===== config.mk =====
export PLATFORM = sky130hd
export DESIGN_NAME = count_seq_ctrl
export DESIGN_NICKNAME = d
export VERILOG_FILES = /design/src/rtl/count_seq_pkg.sv /design/src/rtl/count_core.sv /design/src/rtl/count_seq_ctrl.sv
export SDC_FILE = /design/constraint.sdc
export NUM_CORES = 1
export LEC_CHECK = 0
export CORE_AREA = 2 2 57 59
export CTS_CLUSTER_DIAMETER = 30
export DETAILED_ROUTE_END_ITERATION = 10
export DIE_AREA = 0 0 59 61
export GPL_TIMING_DRIVEN = 0
export PLACE_DENSITY = 0.72
export SYNTH_ARGS = -nofsm -noshare
export SYNTH_HDL_FRONTEND = slang
export SYNTH_SLANG_ARGS = --single-unit
export TNS_END_PERCENT = 5

===== constraint.sdc =====
create_clock -name clk_1Hz -period 2.4 [get_ports clk_1Hz]
set_input_delay 0.36 -clock clk_1Hz [delete_from_list [all_inputs] [get_ports clk_1Hz]]
set_output_delay 0.36 -clock clk_1Hz [all_outputs]
set_load 0.005 [all_outputs]

===== src/rtl/count_seq_pkg.sv =====
// Shared types and defaults for the count sequencer.
// Holds the controller state enumeration and the default counter width.
package count_seq_pkg;

    localparam int unsigned COUNT_WIDTH_DEFAULT = 7;

    typedef enum logic [1:0] {
        ST_IDLE,
        ST_RUN,
        ST_PAUSE,
        ST_DONE
    } seq_state_t;

endpackage


===== src/rtl/count_core.sv =====
// Loadable up/down counter with modulo-2^WIDTH arithmetic.
// Load takes priority over the count enable.
module count_core
    import count_seq_pkg::*;
#(
    parameter int unsigned WIDTH = COUNT_WIDTH_DEFAULT
) (
    input  logic             clk,
    input  logic             rst_n,
    input  logic             load,
    input  logic [WIDTH-1:0] load_val,
    input  logic             en,
    input  logic             dir,
    output logic [WIDTH-1:0] count
);

    always_ff @(posedge clk or negedge rst_n) begin
        if (!rst_n) begin
            count <= '0;
        end else if (load) begin
            count <= load_val;
        end else if (en) begin
            if (dir) begin
                count <= count + 1'b1;
            end else begin
                count <= count - 1'b1;
            end
        end
    end

endmodule


===== src/rtl/count_seq_ctrl.sv =====
// Start/stop/clear sequencer around a loadable up/down counter.
// Direction, mode and limit are captured at start and held until the next start.
module count_seq_ctrl
    import count_seq_pkg::*;
#(
    parameter int unsigned WIDTH = COUNT_WIDTH_DEFAULT
) (
    input  logic             clk_1Hz,
    input  logic             rst,
    input  logic             start,
    input  logic             stop,
    input  logic             clear,
    input  logic             dir,
    input  logic             one_shot,
    input  logic [WIDTH-1:0] limit,
    output logic [WIDTH-1:0] count,
    output logic             running,
    output logic             tc,
    output logic             done
);

    seq_state_t       state;
    seq_state_t       state_next;

    logic             lat_dir;
    logic             lat_one_shot;
    logic [WIDTH-1:0] lat_limit;
    logic             latch_en;

    logic             core_load;
    logic [WIDTH-1:0] core_load_val;
    logic             core_en;

    logic [WIDTH-1:0] term_val;
    logic [WIDTH-1:0] reload_val;
    logic             at_term;
    logic             start_cmd;

    assign term_val   = lat_dir ? lat_limit : '0;
    assign reload_val = lat_dir ? '0 : lat_limit;
    assign at_term    = (count == term_val);
    assign start_cmd  = start && !stop;

    always_ff @(posedge clk_1Hz or negedge rst) begin
        if (!rst) begin
            state <= ST_IDLE;
        end else begin
            state <= state_next;
        end
    end

    always_ff @(posedge clk_1Hz or negedge rst) begin
        if (!rst) begin
            lat_dir      <= 1'b0;
            lat_one_shot <= 1'b0;
            lat_limit    <= '0;
        end else if (latch_en) begin
            lat_dir      <= dir;
            lat_one_shot <= one_shot;
            lat_limit    <= limit;
        end
    end

    always_comb begin
        state_next    = state;
        latch_en      = 1'b0;
        core_load     = 1'b0;
        core_load_val = '0;
        core_en       = 1'b0;

        if (clear) begin
            state_next    = ST_IDLE;
            core_load     = 1'b1;
            core_load_val = '0;
        end else begin
            unique case (state)
                ST_IDLE, ST_DONE: begin
                    if (start_cmd) begin
                        latch_en      = 1'b1;
                        core_load     = 1'b1;
                        core_load_val = dir ? '0 : limit;
                        state_next    = ST_RUN;
                    end
                end
                ST_RUN: begin
                    // Terminal handling wins over a plain stop so a stop on the
                    // terminal edge still applies the wrap reload.
                    if (at_term) begin
                        if (!lat_one_shot) begin
                            core_load     = 1'b1;
                            core_load_val = reload_val;
                        end
                        if (stop) begin
                            state_next = ST_PAUSE;
                        end else if (lat_one_shot) begin
                            state_next = ST_DONE;
                        end
                    end else if (stop) begin
                        state_next = ST_PAUSE;
                    end else begin
                        core_en = 1'b1;
                    end
                end
                ST_PAUSE: begin
                    if (start_cmd) begin
                        state_next = ST_RUN;
                    end
                end
                default: begin
                    state_next = ST_IDLE;
                end
            endcase
        end
    end

    count_core #(
        .WIDTH(WIDTH)
    ) u_core (
        .clk      (clk_1Hz),
        .rst_n    (rst),
        .load     (core_load),
        .load_val (core_load_val),
        .en       (core_en),
        .dir      (lat_dir),
        .count    (count)
    );

    assign running = (state == ST_RUN);
    assign done    = (state == ST_DONE);
    assign tc      = running && at_term;

endmodule


==> flow_summary.toml, run 1 <==
[routing]
dr_pass1_iterations = 4
route.detailed.vias_per_inst = 6.025
drt_iter0_drc = 62
routed_wire_length_per_instance_um = 17.78
remaining_drc_errors = 0
routed_wirelength_um = 3556
route.antenna.remaining_nets = 0
via_count = 1205

[synth]
synth_async_sr_flop_share_pct = 100.0
yosysWarningCount = 0
synth-seq-cells = 18
synth_commonest_cells = "dfrtp_1 (18), a211oi_1 (8), ha_1 (8), mux2_2 (8), nor2_1 (8)"
syn-cell-area_um2 = 1329
synth_edf_count = 0
post_syn_nets = 150
yosys_most_used_dff = "dfrtp_1"
synthesis.instances = 127
yosysTopAreaCellShare_pct = 33.90
dominant_cell_by_count_in_the_synthesized_netlist = "dfrtp_1"
yosys.area.top_type = "dfrtp_1"
synth_area_per_cell_um2 = 10.46
netlist_top_cells_area = "dfrtp_1 (34%), ha_1 (7.5%), mux2_2 (6.8%)"
yosys.cell_types.count = 37
seq_total_area_yosys_pct = 33.90

[timing]
finalHoldViolations = 0
finalWorstPathRequiredPeriod_ns = 2.442
grt_setup_unrepaired = "yes"
transition_time_at_the_pin_with_the_least_slew_margin_ns = 0.8666
slew_violations = 0
setup-tns-final_ns = -0.07279
slew_headroom_pct = 42.01
setup_viol_count_final = 2
final.setup.worst_slack_ns = -0.04174
finalCritPeriodShare_pct = 101.7
final.setup_skew_ns = 0.003922
max_freq_ghz = 0.4095

[die]
num_rows = 20
floorplan.initialDensity_pct = 45.00
die_width_um = 59
die_area_um2 = 3599
overall_die_height_um = 61
core_um2 = 2953
boundaryPins = 24

[worst_setup_path]
crit_path_start_kind = "flip-flop"
crit_arrival_ns = 2.08
largest_delay_share_family_worst_path = "buffers and inverters"
setup.worst_path.class = "reg -> out"
crit_buf_inv = 2
cp_max_fo = 5
cpPeakStageDelay_ns = 0.49
worst_r2r_startpoint = "lat_dir"
critical_path.cell_chain = "buf_6, nand2_1, xor2_2, o21ai_4, nor2_2, and2_1, clkdlybuf4s50_1"
worst-endpoint-required_ns = 2.04
worst_setup_path_end_kind = "output pin"
timing.critical_path.slowest_stage_cell = "clkdlybuf4s50_1"
crit_start = "lat_dir"

[grt]
first_global_vias = 1257
grt_max_degree = 19
grt.overflow.total = 0
groute.usage.overall_pct = 21.80
grt_first_pass_wirelength_um = 5892
number_of_antenna_violations_at_the_first_check_in_global_routing = 0

[layout]
post_route_cells_drive_above_1_share_pct = 33.53
syn_to_final_growth_pct = 39.45
finish.net_count = 191
final.fill_count = 250
finalNonFillerCells = 200
n_antenna_cell = 0
utilization_pct = 62.75

[place]
placed_cells = 182
place_hpwl_um = 2266
globalplace.congestion = 0.8804
io_buffers = 22

[cts]
library_cell_used_as_clock_root_buffer = "clkbuf_4"
worst_skew_pair.late_latency_ns = 0.30
clockBufferDepth = 2
number_of_cts_inserted_buffers = 3
cts_num_sinks = 18
tritoncts_clock_tree = "built"
cts_max_level = 1
hold_buffers_post_cts = 0
path_clk_slew_ns = 0.11

[hold_path]
min-delay-path-class = "in -> async"

[pwr]
irDropWorstVdd_mv = 0.3370
power.density_cell_area_nw_per_um2 = 769.4
leakage_nw = 0.7605

[run]
maxCapViolations = 0

[run_status]
failed_checks = "negative setup slack"
outcome = "finished with violations"
==> cells in the final DEF, fill, tap and decap left out, types with 2 or more instances in the layout <==
master	count
nor2_1	7
a221oi_1	7
a21oi_1	3
inv_1	3
mux2_2	8
xor2_1	5
clkbuf_4	4
o21a_1	2
nand4b_1	3
a211oi_1	5
xnor2_1	4
dfrtp_2	3
o21bai_1	2
nand3_1	4
ha_4	2
dfrtp_1	15
a211oi_2	3
o21ai_0	4
a21o_1	2
mux2i_1	5
ha_1	6
clkdlybuf4s50_1	22
a21oi_2	2
buf_4	13
a31oi_1	2
nand2_1	3
buf_6	2
nor3_2	2
o22ai_2	3
==> metal layers <==
metal	track usage, %	wire, µm	vias up
met1	27.13	1455	603
met2	39.52	1942	23
met3	1.279	78	7
li1	-	-	572
met4	8.766	78	0
met5	0	0	-
==> flip-flops by register name, indices dropped and copies added (netlist names) <==
name          cells
lat_dir           1
lat_limit         7
lat_one_shot      1
state             2
u_core.count      7
==> area by class of cell <==
cell class / instances / area, µm² / share of cell area [%]
Clock buffer: 4 / 36.28 / 1.958
Sequential cell: 18 / 454.2 / 24.51
Buffer: 4 / 31.28 / 1.688
Timing Repair Buffer: 36 / 325.3 / 17.56
Multi-Input combinational cell: 101 / 945.9 / 51.05
Tap cell: 33 / 41.29 / 2.228
Inverter: 4 / 18.77 / 1.013
==> through the flow <==
stage | setup slack [ns] | area [µm²] | hold slack [ns] | total power [mW]
3_3_place_gp | -0.1065 | 1590 | 0.5146 | 0.9871
6_report | -0.04174 | 1853 | 0.5188 | 1.426
4_1_cts | -0.01767 | 1810 | 0.5388 | 1.370
3_5_place_dp | -0.2398 | 1590 | 0.5309 | 1.015
2_1_floorplan | 0.1813 | 1329 | 0.06441 | 0.8510
5_1_grt | -0.1211 | 1853 | 0.5739 | 1.519
==> final timing paths <==
check                             endpoint  cells after the start  slack (ns)
min in group clk_1Hz       u_core.count[5]                      2        0.56
min                           lat_limit[2]                      1        0.52
min reg2reg                   lat_one_shot                      1        0.57
max reg2reg                u_core.count[6]                     10       -0.03
max in group asynchronous          lat_dir                      1        1.31
max                                     tc                      7       -0.04
==> report_power, final <==
part	switching, mW	leakage, nW	internal, mW	total, mW
Combinational	0.358	0.516	0.412	0.770
Clock	0.100	0.0210	0.0927	0.193
Sequential	0.0972	0.224	0.365	0.462
==> timing repair <==
action / in CTS / in global routing
pin swaps: 7 / 4
setup endpoints to repair: 2 / 3
setup buffers: 12 / 1
cloned: 1 / 0
resized for setup: 19 / 6
==> kinds of logic after synthesis <==
family,after synthesis,synth area share (%)
buffers and inverters,8,3.483
xor gates and xnor gates,10,6.591
muxes,13,10.55
adders and majority gates,9,9.040
DFF,18,33.90
AOI/OAI and AO/OA,44,25.71
and+or+nand+nor,25,10.74
Power figures use the tool's default switching activity.
==> run 2, diff against run 1 <==
--- a/config.mk
+++ b/config.mk
@@ -11,6 +11,7 @@
 export DIE_AREA = 0 0 59 61
 export GPL_TIMING_DRIVEN = 0
 export PLACE_DENSITY = 0.72
+export REMOVE_ABC_BUFFERS = 1
 export SYNTH_ARGS = -nofsm -noshare
 export SYNTH_HDL_FRONTEND = slang
 export SYNTH_SLANG_ARGS = --single-unit
==> run 2 against run 1 <==
  * The flow now finishes without violations
  * Critical path depth rose by 1
  * Clock power fell by 21%
  * Final area fell by 3.6%
  * Via count fell by 0.66%
  * Global-route usage fell by 0.62 points
  * Register-to-register slack improved by 0.16 ns
  * Setup slack improved by 0.14 ns
  * Critical endpoint unchanged
  * Largest cell class unchanged
  * Largest power group unchanged
==> flow_summary.toml, run 2 (synthesis results as in run 1) <==
[run_status]
outcome = "finished clean"

[layout]
largest_registers = "lat_limit (7), u_core.count (7), state (2)"
syn_to_final_growth_pct = 34.46
post_route_cells_drive_above_1_share_pct = 27.44
utilization_pct = 60.51
finish.net_count = 189
finalNonFillerCells = 197
highest_count_cells_in_the_layout_ignoring_fill_and_taps = "clkdlybuf4s50_1 (22), dfrtp_1 (16), buf_4 (13), mux2_2 (8), ha_1 (8)"
final_common_cell = "clkdlybuf4s50_1"
n_antenna_cell = 0

[timing]
setup_viol_count_final = 0
finalHoldViolations = 0
slew_headroom_pct = 43.98
grt_setup_unrepaired = "yes"
final.setup.worst_slack_ns = 0.09679
transition_time_at_the_pin_with_the_least_slew_margin_ns = 0.8372
max_freq_ghz = 0.4342
finalCritPeriodShare_pct = 95.97
final.setup_skew_ns = 0.004783
finalWorstPathRequiredPeriod_ns = 2.303
slew_violations = 0

[cts]
number_of_cts_inserted_buffers = 3
path_clk_slew_ns = 0.10
cts_max_level = 1
cts_num_sinks = 18
worst_skew_pair.late_latency_ns = 0.29
library_cell_used_as_clock_root_buffer = "clkbuf_4"
clockBufferDepth = 2
hold_buffers_post_cts = 0
tritoncts_clock_tree = "built"

[grt]
groute.usage.overall_pct = 21.18
grt_max_degree = 19
number_of_antenna_violations_at_the_first_check_in_global_routing = 0
grt.overflow.total = 0
first_global_vias = 1269
grt_first_pass_wirelength_um = 5720

[place]
place_hpwl_um = 2213
globalplace.congestion = 0.8934
placed_cells = 179
io_buffers = 23
detailedPlace.worstSlack_ns = -0.3769

[routing]
routed_wirelength_um = 3328
route.antenna.remaining_nets = 0
route.detailed.vias_per_inst = 6.076
routed_wire_length_per_instance_um = 16.89
remaining_drc_errors = 0
dr_pass1_iterations = 4
via_count = 1197
drt_iter0_drc = 89

[pwr]
power.net_switching_mw = 0.5094
power.density_cell_area_nw_per_um2 = 731.5
power.share.clock_pct = 11.6
switching_fraction_pct = 38.98
share_seq_of_total_power_pct = 35.3
power.internal_mw = 0.7975
comb_power_share_pct = 53.1
irDropWorstVdd_mv = 0.3277
leakage_nw = 0.7503
design_power_total_mw = 1.307

[worst_setup_path]
critical-path-top-cell-by-count = "buf_4"
critical_path.cell_chain = "buf_4, buf_4, nand4b_1, o22ai_2, o22ai_4, nor2_2, and2_1, dlygate4sd2_1"
crit_path_start_kind = "flip-flop"
crit_arrival_ns = 1.94
cpPeakStageDelay_ns = 0.45
worst-endpoint-required_ns = 2.04
largest_delay_share_family_worst_path = "buffers and inverters"
cp_max_fo = 5
r2r.worst_path.cells = 9
timing.critical_path.depth = 8
timing.critical_path.slowest_stage_cell = "dfrtp_2"
worst_setup_path_end_kind = "output pin"
setup.worst_path.class = "reg -> out"
crit_buf_inv = 3

[run]
maxCapViolations = 0

[die]
core_um2 = 2953
die_area_um2 = 3599
die_width_um = 59
boundaryPins = 24
num_rows = 20
floorplan.initialDensity_pct = 45.00
overall_die_height_um = 61

[hold_path]
min-delay-path-class = "in -> async"
-- run 2: cell types whose count changed in the layout (fill, tap and decap cells not counted), moves of 2 or more --
| cell | change |
|---|---|
| ha_4 | -2 |
| a211oi_2 | -2 |
| a211oi_1 | +2 |
| ha_1 | +2 |
-- run 2: final timing paths --
| path | start | to | slack (ns) |
|---|---|---|---|
| max in group asynchronous | rst | lat_dir | 1.31 |
| setup reg to reg | lat_dir | u_core.count[6] | 0.13 |
| hold / removal | rst | lat_limit[2] | 0.53 |
| hold reg to reg | lat_one_shot | lat_one_shot | 0.55 |
| setup / recovery | lat_dir | tc | 0.1 |
| min in group clk_1Hz | lat_one_shot | lat_one_shot | 0.55 |
-- run 2: power by group through the flow --
stage	Sequential [mW]	Clock, mW	Combinational, mW
5_1_grt	0.473	0.174	0.763
3_3_place_gp	0.463	0	0.505
3_5_place_dp	0.470	0	0.526
6_report	0.461	0.152	0.694
4_1_cts	0.457	0.153	0.661
2_1_floorplan	0.445	0	0.389
-- run 2: final cells by class --
type | count | area (µm²)
well taps | 33 | 41.29
clock buffers | 3 | 22.52
repair buffers | 38 | 357.8
multi-input cells | 101 | 893.4
fillers | 256 | 1166
inverters | 4 | 18.77
flip-flops and latches | 18 | 452.9
-- run 2: repair_timing --
action / CTS / global route
endpoints found under the setup margin: 2 / 1
gates resized for setup: 14 / 5
pin swaps: 5 / 3
buffers inserted: 12 / 3
gates cloned: 0 / 0
-- run 2: metal layers --
layer	up-vias	wire (µm)	GRT usage, %
met1	591	1410	25.00
met3	10	123	2.132
li1	567	-	-
met2	29	1704	38.25
met4	0	89	10.71
met5	-	0	0
-- run 2: through the flow --
stage          hold slack (ns)  cell area [µm²]  TNS, ns
2_1_floorplan          0.06441             1297        0
3_3_place_gp            0.5158             1569  -0.2604
3_5_place_dp            0.5254             1569  -0.3769
4_1_cts                 0.5491             1748        0
5_1_grt                 0.5742             1787  -0.1131
6_report                0.5287             1787        0
